--- config.mk ---
export PLATFORM = sky130hd
export DESIGN_NAME = group_denorm_2d
export DESIGN_NICKNAME = d
export VERILOG_FILES = /design/src/rtl/group_denorm_pkg.sv /design/src/rtl/fixed_signed_cast.sv /design/src/rtl/group_denorm_lane.sv /design/src/rtl/skid_buffer.sv /design/src/rtl/group_denorm_2d.sv
export SDC_FILE = /design/constraint.sdc
export NUM_CORES = 1
export LEC_CHECK = 0
export ABC_CLOCK_PERIOD_IN_PS = 14850
export CAP_MARGIN = 20
export CORE_MARGIN = 2
export CORE_UTILIZATION = 46
export DETAILED_ROUTE_END_ITERATION = 7
export PLACE_DENSITY_LB_ADDON = 0.2
export SLEW_MARGIN = 20
export SYNTH_ARGS = -nofsm -noshare
export SYNTH_HDL_FRONTEND = slang
export SYNTH_HIERARCHICAL = 1
export SYNTH_SLANG_ARGS = --single-unit
export TNS_END_PERCENT = 5
--- constraint.sdc ---
create_clock -name clk -period 14.85 [get_ports clk]
set_input_delay 2.97 -clock clk [delete_from_list [all_inputs] [get_ports clk]]
set_output_delay 2.97 -clock clk [all_outputs]
set_load 0.005 [all_outputs]
--- src/rtl/group_denorm_pkg.sv ---
// Shared constants, derivation helpers and FSM state type for group_denorm_2d.
// The DEF_* values are the default configuration; the derived constants
// below describe that configuration, and the helpers let the top recompute
// them for any parameter override.
package group_denorm_pkg;

    localparam int DEF_TOTAL_DIM0      = 4;
    localparam int DEF_TOTAL_DIM1      = 4;
    localparam int DEF_COMPUTE_DIM0    = 2;
    localparam int DEF_COMPUTE_DIM1    = 2;
    localparam int DEF_GROUP_CHANNELS  = 2;
    localparam int DEF_IN_WIDTH        = 8;
    localparam int DEF_IN_FRAC_WIDTH   = 4;
    localparam int DEF_STAT_WIDTH      = 8;
    localparam int DEF_STAT_FRAC_WIDTH = 4;
    localparam int DEF_OUT_WIDTH       = 8;
    localparam int DEF_OUT_FRAC_WIDTH  = 4;

    function automatic int calc_num_iters(int t0, int t1, int c0, int c1, int gc);
        return (t0 / c0) * (t1 / c1) * gc;
    endfunction

    function automatic int calc_cnt_width(int iters);
        return (iters > 1) ? $clog2(iters) : 1;
    endfunction

    localparam int NUM_ITERS = calc_num_iters(DEF_TOTAL_DIM0, DEF_TOTAL_DIM1,
                                              DEF_COMPUTE_DIM0, DEF_COMPUTE_DIM1,
                                              DEF_GROUP_CHANNELS);
    localparam int ITER_WIDTH      = calc_cnt_width(NUM_ITERS);
    localparam int PROD_WIDTH      = DEF_IN_WIDTH + DEF_STAT_WIDTH + 1;
    localparam int PROD_FRAC_WIDTH = DEF_IN_FRAC_WIDTH + DEF_STAT_FRAC_WIDTH;
    localparam int SUM_WIDTH       = PROD_WIDTH + 1;

    typedef enum logic {LOAD, RUN} state_e;

endpackage

--- src/rtl/fixed_signed_cast.sv ---
// Signed fixed-point narrowing: floor rounding (arithmetic right shift drops
// fraction bits toward -inf) followed by non-symmetric saturation.
//   din  : IN_WIDTH signed, IN_FRAC_WIDTH fraction bits
//   dout : OUT_WIDTH signed, OUT_FRAC_WIDTH fraction bits
module fixed_signed_cast #(
    parameter int IN_WIDTH       = 18,
    parameter int IN_FRAC_WIDTH  = 8,
    parameter int OUT_WIDTH      = 8,
    parameter int OUT_FRAC_WIDTH = 4
) (
    input  logic signed [IN_WIDTH-1:0]  din,
    output logic signed [OUT_WIDTH-1:0] dout
);
    localparam int SH = IN_FRAC_WIDTH - OUT_FRAC_WIDTH;
    localparam logic signed [IN_WIDTH-1:0] MAXV =
        {{(IN_WIDTH-OUT_WIDTH+1){1'b0}}, {(OUT_WIDTH-1){1'b1}}};
    localparam logic signed [IN_WIDTH-1:0] MINV =
        {{(IN_WIDTH-OUT_WIDTH+1){1'b1}}, {(OUT_WIDTH-1){1'b0}}};

    logic signed [IN_WIDTH-1:0] shifted;

    always_comb begin
        shifted = din >>> SH;
        if (shifted > MAXV)      dout = MAXV[OUT_WIDTH-1:0];
        else if (shifted < MINV) dout = MINV[OUT_WIDTH-1:0];
        else                     dout = shifted[OUT_WIDTH-1:0];
    end
endmodule

--- src/rtl/group_denorm_lane.sv ---
// One lane of the denorm datapath, purely combinational; the top registers
// between the two halves.
//   y, sigma -> prod            : stage-1 multiply y * {0,sigma}
//   prod_s1, mu_s1 -> res       : stage-2 add (mu aligned to prod fraction) + cast
module group_denorm_lane #(
    parameter int IN_WIDTH        = 8,
    parameter int IN_FRAC_WIDTH   = 4,
    parameter int STAT_WIDTH      = 8,
    parameter int OUT_WIDTH       = 8,
    parameter int OUT_FRAC_WIDTH  = 4,
    parameter int PROD_WIDTH      = 17,
    parameter int PROD_FRAC_WIDTH = 8,
    parameter int SUM_WIDTH       = 18
) (
    input  logic signed [IN_WIDTH-1:0]   y,
    input  logic        [STAT_WIDTH-1:0] sigma,
    output logic signed [PROD_WIDTH-1:0] prod,
    input  logic signed [PROD_WIDTH-1:0] prod_s1,
    input  logic signed [STAT_WIDTH-1:0] mu_s1,
    output logic signed [OUT_WIDTH-1:0]  res
);
    logic signed [PROD_WIDTH-1:0] y_ext, sg_ext;
    logic signed [SUM_WIDTH-1:0]  prod_ext, mu_ext, sum;

    // sigma is unsigned: zero-extend so it multiplies as a positive value.
    assign y_ext  = {{(PROD_WIDTH-IN_WIDTH){y[IN_WIDTH-1]}}, y};
    assign sg_ext = {{(PROD_WIDTH-STAT_WIDTH){1'b0}}, sigma};
    assign prod   = y_ext * sg_ext;

    // mu carries STAT_FRAC bits; shifting by IN_FRAC aligns it to prod's fraction.
    assign prod_ext = {{(SUM_WIDTH-PROD_WIDTH){prod_s1[PROD_WIDTH-1]}}, prod_s1};
    assign mu_ext   = {{(SUM_WIDTH-STAT_WIDTH){mu_s1[STAT_WIDTH-1]}}, mu_s1};
    assign sum      = prod_ext + (mu_ext <<< IN_FRAC_WIDTH);

    fixed_signed_cast #(
        .IN_WIDTH      (SUM_WIDTH),
        .IN_FRAC_WIDTH (PROD_FRAC_WIDTH),
        .OUT_WIDTH     (OUT_WIDTH),
        .OUT_FRAC_WIDTH(OUT_FRAC_WIDTH)
    ) u_cast (
        .din (sum),
        .dout(res)
    );
endmodule

--- src/rtl/skid_buffer.sv ---
// Two-entry skid buffer. in_ready comes from a flop, so ready never ripples
// combinationally from out_ready to upstream. out_data is a flop and holds
// while out_valid & !out_ready.
//   in_data/in_valid/in_ready    : upstream handshake
//   out_data/out_valid/out_ready : downstream handshake
module skid_buffer #(
    parameter int WIDTH = 8
) (
    input  logic             clk,
    input  logic             rst_n,
    input  logic [WIDTH-1:0] in_data,
    input  logic             in_valid,
    output logic             in_ready,
    output logic [WIDTH-1:0] out_data,
    output logic             out_valid,
    input  logic             out_ready
);
    logic [WIDTH-1:0] data_q, data_d, skid_q, skid_d;
    logic             valid_q, valid_d, skid_vld_q, skid_vld_d;

    assign in_ready  = !skid_vld_q;
    assign out_data  = data_q;
    assign out_valid = valid_q;

    always_comb begin
        data_d     = data_q;
        valid_d    = valid_q;
        skid_d     = skid_q;
        skid_vld_d = skid_vld_q;
        if (out_ready || !valid_q) begin
            // Output slot frees up: drain the skid entry first, else take input.
            if (skid_vld_q) begin
                data_d     = skid_q;
                valid_d    = 1'b1;
                skid_vld_d = 1'b0;
            end else begin
                valid_d = in_valid;
                if (in_valid) data_d = in_data;
            end
        end else if (in_valid && !skid_vld_q) begin
            // Stalled with a beat in flight from upstream: park it.
            skid_d     = in_data;
            skid_vld_d = 1'b1;
        end
    end

    always_ff @(posedge clk or negedge rst_n) begin
        if (!rst_n) begin
            data_q     <= '0;
            valid_q    <= 1'b0;
            skid_q     <= '0;
            skid_vld_q <= 1'b0;
        end else begin
            data_q     <= data_d;
            valid_q    <= valid_d;
            skid_q     <= skid_d;
            skid_vld_q <= skid_vld_d;
        end
    end
endmodule

--- src/rtl/group_denorm_2d.sv ---
// Group denormalization x = y * sigma + mu over COMPUTE_DIM0*COMPUTE_DIM1 lane
// tiles. Stats are taken once per group of NUM_ITERS beats; the next group's
// stats may load on the last beat of the current group with no bubble.
//   stat_mu/stat_sigma/stat_valid/stat_ready : per-group statistics channel
//   in_data/in_valid/in_ready                : normalized tile input
//   out_data/out_valid/out_ready             : reconstructed tile output
module group_denorm_2d
    import group_denorm_pkg::*;
#(
    parameter int TOTAL_DIM0      = DEF_TOTAL_DIM0,
    parameter int TOTAL_DIM1      = DEF_TOTAL_DIM1,
    parameter int COMPUTE_DIM0    = DEF_COMPUTE_DIM0,
    parameter int COMPUTE_DIM1    = DEF_COMPUTE_DIM1,
    parameter int GROUP_CHANNELS  = DEF_GROUP_CHANNELS,
    parameter int IN_WIDTH        = DEF_IN_WIDTH,
    parameter int IN_FRAC_WIDTH   = DEF_IN_FRAC_WIDTH,
    parameter int STAT_WIDTH      = DEF_STAT_WIDTH,
    parameter int STAT_FRAC_WIDTH = DEF_STAT_FRAC_WIDTH,
    parameter int OUT_WIDTH       = DEF_OUT_WIDTH,
    parameter int OUT_FRAC_WIDTH  = DEF_OUT_FRAC_WIDTH,
    localparam int NUM_LANES      = COMPUTE_DIM0 * COMPUTE_DIM1
) (
    input  logic                                 clk,
    input  logic                                 rst,
    input  logic [STAT_WIDTH-1:0]                stat_mu,
    input  logic [STAT_WIDTH-1:0]                stat_sigma,
    input  logic                                 stat_valid,
    output logic                                 stat_ready,
    input  logic [NUM_LANES-1:0][IN_WIDTH-1:0]   in_data,
    input  logic                                 in_valid,
    output logic                                 in_ready,
    output logic [NUM_LANES-1:0][OUT_WIDTH-1:0]  out_data,
    output logic                                 out_valid,
    input  logic                                 out_ready
);
    localparam int ITERS = calc_num_iters(TOTAL_DIM0, TOTAL_DIM1,
                                          COMPUTE_DIM0, COMPUTE_DIM1, GROUP_CHANNELS);
    localparam int CNT_W = calc_cnt_width(ITERS);
    localparam int PW    = IN_WIDTH + STAT_WIDTH + 1;
    localparam int PFW   = IN_FRAC_WIDTH + STAT_FRAC_WIDTH;
    localparam int SW    = PW + 1;
    localparam int S1_W  = STAT_WIDTH + NUM_LANES * PW;
    localparam int S2_W  = NUM_LANES * OUT_WIDTH;
    localparam logic [CNT_W-1:0] LAST = CNT_W'(ITERS - 1);

    state_e                  state_q, state_d;
    logic [CNT_W-1:0]        cnt_q, cnt_d;
    logic [STAT_WIDTH-1:0]   mu_q, mu_d, sigma_q, sigma_d;

    logic                            s1_in_ready, s1_valid, s2_in_ready;
    logic [S1_W-1:0]                 s1_out;
    logic [NUM_LANES-1:0][PW-1:0]    prod_c, s1_prod;
    logic [STAT_WIDTH-1:0]           s1_mu;
    logic [NUM_LANES-1:0][OUT_WIDTH-1:0] res_c;
    logic [S2_W-1:0]                 s2_out;

    // Control: the stat regs feed stage 1 alongside each beat, so reloading
    // them on the last beat's edge only affects the following group.
    always_comb begin
        state_d    = state_q;
        cnt_d      = cnt_q;
        mu_d       = mu_q;
        sigma_d    = sigma_q;
        stat_ready = 1'b0;
        in_ready   = 1'b0;
        case (state_q)
            LOAD: begin
                stat_ready = 1'b1;
                if (stat_valid) begin
                    mu_d    = stat_mu;
                    sigma_d = stat_sigma;
                    cnt_d   = '0;
                    state_d = RUN;
                end
            end
            RUN: begin
                in_ready = s1_in_ready;
                if (in_valid && s1_in_ready) begin
                    if (cnt_q == LAST) begin
                        cnt_d      = '0;
                        stat_ready = 1'b1;
                        if (stat_valid) begin
                            mu_d    = stat_mu;
                            sigma_d = stat_sigma;
                        end else begin
                            state_d = LOAD;
                        end
                    end else begin
                        cnt_d = cnt_q + CNT_W'(1);
                    end
                end
            end
            default: state_d = LOAD;
        endcase
    end

    always_ff @(posedge clk or negedge rst) begin
        if (!rst) begin
            state_q <= LOAD;
            cnt_q   <= '0;
            mu_q    <= '0;
            sigma_q <= '0;
        end else begin
            state_q <= state_d;
            cnt_q   <= cnt_d;
            mu_q    <= mu_d;
            sigma_q <= sigma_d;
        end
    end

    for (genvar i = 0; i < NUM_LANES; i++) begin : g_lane
        group_denorm_lane #(
            .IN_WIDTH       (IN_WIDTH),
            .IN_FRAC_WIDTH  (IN_FRAC_WIDTH),
            .STAT_WIDTH     (STAT_WIDTH),
            .OUT_WIDTH      (OUT_WIDTH),
            .OUT_FRAC_WIDTH (OUT_FRAC_WIDTH),
            .PROD_WIDTH     (PW),
            .PROD_FRAC_WIDTH(PFW),
            .SUM_WIDTH      (SW)
        ) u_lane (
            .y      (in_data[i]),
            .sigma  (sigma_q),
            .prod   (prod_c[i]),
            .prod_s1(s1_prod[i]),
            .mu_s1  (s1_mu),
            .res    (res_c[i])
        );
    end

    // Stage 1: products plus the mu that belongs to this beat's group.
    skid_buffer #(.WIDTH(S1_W)) u_s1 (
        .clk      (clk),
        .rst_n    (rst),
        .in_data  ({mu_q, prod_c}),
        .in_valid (in_valid && in_ready),
        .in_ready (s1_in_ready),
        .out_data (s1_out),
        .out_valid(s1_valid),
        .out_ready(s2_in_ready)
    );
    assign {s1_mu, s1_prod} = s1_out;

    // Stage 2: add + cast result; its output register is out_data.
    skid_buffer #(.WIDTH(S2_W)) u_s2 (
        .clk      (clk),
        .rst_n    (rst),
        .in_data  (res_c),
        .in_valid (s1_valid),
        .in_ready (s2_in_ready),
        .out_data (s2_out),
        .out_valid(out_valid),
        .out_ready(out_ready)
    );
    assign out_data = s2_out;
endmodule

==> results.md, run 1 <==
* CTS Root Buffer Type: clkbuf_16
* DRC violation count after routing at 0
* Final Cycle Share at 0.501
* Arrival time worst endpoint at 7.88 ns
* Total Negative Setup Slacks at 0 ns
* Final Setup Violations at 0
* Area of combinational cells with multiple inputs at 14800 um2
* Antenna violations before repair at 0
* Number of maximum-capacitance constraint violations at 0
* Count of TritonRoute iterations in the first routing pass at 5
* Max-slew violation count at 0
* Pin count of the biggest net entering global routing at 78
* Most common cell on crit path: fa_1
* RSZ-0062 raised after global routing: no
* Worst path required time at 15.28 ns
* Flip-flop and latch area at 5210 um2
* WL/cell at 17.0 um
* Buffers on Ports at 87
* Post-synthesis area per instance at 10.4 um2
* Sort of element at the start of the critical path: input port
* Worst path cell trace: clkdlybuf4s50_1, nand2_1, fa_1, fa_1, inv_1, fa_1, inv_1, fa_1, inv_1, ha_1, o21a_2, a2111oi_4, o21bai_2, a21oi_1, xnor2_1, mux2_2, mux2_2
* Met1 WL at 21.9 mm
* DR vias at 14898
* Warning count from the yosys run at 6
* Horizontal die dimension at 220 um
* Synth Net Count at 2487
* Post-route antenna net violation count at 0
* Transition time at the pin with the least slew margin at 1.07 ns
* Relative slew margins at 0.283
* Utilization after layout at 0.512
* Clk Latency, worst-skew pair at 0.57 ns
* Final Routed Wirelength at 46.8 mm
* Syn-to-layout area delta at 10.3%
* Clock H-tree levels at 1
* CP endpoint kind: register
* Aggregate global-route resource usage at 0.203
* Cell area after layout at 23700 um2
* Number of antenna cells inserted at 0
* Number of global-route vias before repair at 15855
* Leftover overflow at the end of global routing at 0
* Post-CTS sizing at 0
* Starting density of the core at 0.464
* Worst-path fanout max at 8
* Total Die Area at 48400 um2
* Largest buffer count on any clock path at 3
* Number of buffers added by the clock tree synthesis step at 26
* Critical path type: input port to register
* Highest routing layer actually used: met4
* Clock-pin slew on the worst setup and hold paths at 0.06 ns
* Proportion of layout cells with a drive suffix above 1 at 0.185
* I/O pin count at 88
* Largest clock skew in the final design at 0.0259 ns
* Final layout net count at 2553
* Setup repair bufs after CTS at 0
* Routability cong. at 0.833
* Global-route wire length before repair at 80.0 mm
* Post-layout min period at 7.45 ns
* Run status: complete, no violations
* Half-perimeter wire length of the detailed placement result at 35.5 mm
* Starting DRT DRC Count at 764
* Post-synth design cell area at 21500 um2
* Final-report hold violation count at 0
* Path type of the worst min-delay path: register to register
* Core box area at 46300 um2
* Fmax at 134 MHz
* Dpl cells at 2700
* Die Y-Extent at 220 um
* Mean number of vias per cell at 5.42
* Total of hold buffers inserted after clock tree synthesis at 0
* Wire length on met2 at 22.7 mm
* CTS tree: built
* Count of clock tree sinks at 208
* Filler Cell Count at 4240
* Critical path's slowest cell: clkdlybuf4s50_1
* Number of standard cells after synthesis at 2056
* Num rows at 79
* Placed standard-cell area at 22800 um2
* Metal3 WL at 1.29 mm
* Cell Count, Final, Fillers Out at 2748
* Largest incremental delay on the critical path at 0.63 ns
-- metal layers --
layer  track usage  vias to the layer above
li1              -                     7179
met1         0.272                     7476
met2         0.353                      185
met3        0.0261                       58
met4        0.0407                        0
met5             0                        -
-- cell type report --
| class | count | area share |
|---|---|---|
| Clock inverter | 15 | 0.00756 |
| Inverter | 258 | 0.0409 |
| Clock buffer | 32 | 0.0306 |
| Timing Repair Buffer | 105 | 0.0428 |
| Multi-Input combinational cell | 1523 | 0.626 |
| Sequential cell | 208 | 0.220 |
| Tap cell | 607 | 0.0321 |
-- sequential cells by signal (all words and copies together) (netlist names) --
name	count
u_s2/skid_vld_q	1
u_s2/skid_q	32
mu_q	8
u_s1/out_valid	1
sigma_q	8
cnt_q	3
state_q	1
u_s2/out_valid	1
u_s1/out_data	60
u_s1/skid_vld_q	1
u_s1/skid_q	60
u_s2/out_data	32
-- cell usage in the layout (no fill, tap or decap), drive strengths merged, types with 8 or more instances in the layout --
master,n
nor3,21
dfrtp,208
nand4,10
nand2,115
mux2,295
o2bb2ai,28
a21o,23
o21a,21
o31a,8
a21oi,50
nand3,13
nand2b,21
buf,18
xor2,14
clkdlybuf4s50,86
o21ai,43
clkbuf,33
ha,226
a31oi,8
a2111oi,8
o31ai,8
o2111ai,8
a211oi,14
nor2,88
inv,261
nor2b,13
nor4,34
fa,152
xnor2,52
and3,9
and2,165
-- stage by stage --
stage | setup WS, ns | hold WS [ns]
finish | 7.40 | 0.483
global route | 7.14 | 0.499
CTS | 7.43 | 0.487
detailed placement | 6.81 | 0.472
global placement | 6.88 | 0.461
floorplan | 7.56 | 0.452
-- path summary, 6_finish.rpt --
| kind | cells past startpoint | slack, ns | startpoint | endpoint |
|---|---|---|---|---|
| min in group asynchronous | 1 | 2.33 | rst | u_s2/out_data[15] |
| min | 1 | 0.48 | u_s1/skid_q[67] | u_s1/skid_q[67] |
| max | 17 | 7.40 | in_data[22] | u_s1/out_data[49] |
| min reg2reg | 1 | 0.48 | u_s1/skid_q[67] | u_s1/skid_q[67] |
| max reg2reg | 17 | 9.42 | sigma_q[1] | u_s1/out_data[30] |
| max in group asynchronous | 2 | 11.19 | rst | u_s1/skid_q[7] |
-- worst max-delay path: cells and delay by family --
family / cells / cell delay (ns)
xor gates and xnor gates: 1 / 0.11
AOI/OAI and AO/OA: 4 / 0.88
buffers and inverters: 4 / 0.79
muxes: 2 / 0.52
and+or+nand+nor: 1 / 0.12
adders and majority gates: 5 / 2.47
Power of run 1 is left out: the tool's default activity adds up to more than one toggle a clock period on the data nets, which glitch-free logic cannot reach.
==> inputs of run 2 (changes only) <==
Settings changed: ABC_CLOCK_PERIOD_IN_PS 14850 to 6450.
Clock period 14.85 ns to 6.45 ns, I/O delays scaled along.
==> results.md, run 2 (synthesis gave the netlist of run 1 again) <==
* Run status: complete, no violations
* CTS tree: built
* Half-perimeter wire length of the detailed placement result at 35.7 mm
* Worst Setup SP: in_data[14]
* Filler Cell Count at 4292
* Commonest non-fill, non-tap cell in the layout: inv_1
* Highest-count cells in the layout ignoring fill and taps: 258 x inv_1, 243 x mux2_2, 226 x ha_1
* Max-slew violation count at 0
* Routability cong. at 0.835
* Buffers on Ports at 87
* Number of cells traversed by the worst register-to-register path at 20
* Final layout net count at 2565
* WL/cell at 16.9 um
* Clock-pin slew on the worst setup and hold paths at 0.06 ns
* DRC violation count after routing at 0
* Total Negative Setup Slacks at 0 ns
* Post-CTS sizing at 0
* Largest clock skew in the final design at 0.0205 ns
* Final Routed Wirelength at 46.7 mm
* Total Die Area at 48400 um2
* Aggregate global-route resource usage at 0.203
* Count of clock tree sinks at 208
* Final-report hold violation count at 0
* Relative slew margins at 0.290
* Cell depth of the worst min-delay path at 1
* Worst-path fanout max at 8
* Fmax at 175 MHz
* CP endpoint kind: register
* Pin count of the biggest net entering global routing at 137
* Worst path required time at 6.89 ns
* Number of global-route vias before repair at 15901
* DR vias at 14837
* Critical R2R Capture: u_s1/out_data[48]
* Sort of element at the start of the critical path: input port
* Die Y-Extent at 220 um
* Final Cycle Share at 0.886
* End of the critical path: u_s1/out_data[30]
* Largest buffer count on any clock path at 3
* Setup slack, reg-to-reg at 1.12 ns
* Number of antenna cells inserted at 0
* Post-layout min period at 5.72 ns
* Antenna violations before repair at 0
* Clock H-tree levels at 1
* Path type of the worst min-delay path: register to register
* Number of maximum-capacitance constraint violations at 0
* Leftover overflow at the end of global routing at 0
* Critical path's slowest cell: clkdlybuf4s50_1
* Horizontal die dimension at 220 um
* Mean number of vias per cell at 5.38
* Syn-to-layout area delta at 10.6%
* Startpoint of the most critical register-to-register path: sigma_q[0]
* Post-route antenna net violation count at 0
* Starting DRT DRC Count at 704
* Count of TritonRoute iterations in the first routing pass at 5
* Transition time at the pin with the least slew margin at 1.06 ns
* RSZ-0062 raised after global routing: no
* Proportion of layout cells with a drive suffix above 1 at 0.187
* Largest incremental delay on the critical path at 0.61 ns
* Global-route wire length before repair at 79.9 mm
* Most common cell on crit path: fa_1
* Setup repair bufs after CTS at 0
* CTS Root Buffer Type: clkbuf_16
* Arrival time worst endpoint at 6.15 ns
* Num rows at 79
* I/O pin count at 88
* Starting density of the core at 0.464
* Worst path cell trace: clkdlybuf4s50_1, nand2_1, fa_1, fa_1, inv_1, fa_1, inv_1, fa_1, inv_1, ha_1, o21ai_1, o21ai_1, a211o_1, and2_4, a311o_1, mux2_2, mux2_2
* Clk Latency, worst-skew pair at 0.56 ns
* Final Setup Violations at 0
* Critical path type: input port to register
* Core box area at 46300 um2
* Number of buffers added by the clock tree synthesis step at 26
* Total of hold buffers inserted after clock tree synthesis at 0
run 2: changes by cell type in the layout (fill, tap and decap cells not counted), moves of 3 or more:
| cell | before | now |
|---|---|---|
| inv_6 | 3 | 0 |
| buf_4 | 16 | 28 |
| clkbuf_8 | 5 | 2 |
| clkinvlp_4 | 4 | 1 |
| clkbuf_1 | 1 | 7 |
run 2: area by class of cell:
cell class	instances	area, um2	share of cell area
Clock buffer	35	704	0.0297
Clock inverter	12	160	0.00675
Inverter	258	968	0.0408
Multi-Input combinational cell	1523	14800	0.624
Sequential cell	208	5210	0.219
Tap cell	607	759	0.0320
Timing Repair Buffer	117	1110	0.0468
run 2: worst max-delay path, delay by kind of cell:
kind	cells	cell delay [ns]
adders and majority gates	5	2.44
buffers and inverters	4	0.76
AOI/OAI and AO/OA	4	0.85
muxes	2	0.51
and+or+nand+nor	2	0.28
run 2: routing by layer:
| metal | GRT usage | vias to the layer above | part of all wire | wire, um |
|---|---|---|---|---|
| met5 | 0 | - | 0 | 0 |
| met4 | 0.0550 | 0 | 0.023 | 1090 |
| li1 | - | 7208 | - | - |
| met1 | 0.272 | 7392 | 0.47 | 22100 |
| met2 | 0.349 | 181 | 0.48 | 22300 |
| met3 | 0.0202 | 56 | 0.027 | 1260 |
run 2: worst min path at each step:
stage / startpoint / end / slack [ns]
2_1_floorplan: u_s1/skid_q[38] / u_s1/skid_q[38] / 0.45
3_3_place_gp: u_s1/skid_q[45] / u_s1/skid_q[45] / 0.46
3_5_place_dp: u_s1/skid_q[69] / u_s1/skid_q[69] / 0.47
4_1_cts: u_s1/skid_q[69] / u_s1/skid_q[69] / 0.48
5_1_grt: u_s1/skid_q[55] / u_s1/skid_q[55] / 0.49
6_report: u_s1/skid_q[48] / u_s1/skid_q[48] / 0.48
run 2: through the flow:
step / area, um2 / setup slack (ns) / hold WS [ns] / std cells / utilization
6_report: 23700 / 0.734 / 0.478 / 2760 / 0.513
5_1_grt: 23700 / 0.438 / 0.493 / 2760 / 0.513
4_1_cts: 23700 / 0.739 / 0.484 / 2759 / 0.513
3_5_place_dp: 22900 / 0.150 / 0.471 / 2712 / 0.494
3_3_place_gp: 22900 / 0.203 / 0.461 / 2712 / 0.494
2_1_floorplan: 21500 / 0.844 / 0.452 / 2056 / -
Power of run 2 is left out for the same reason.
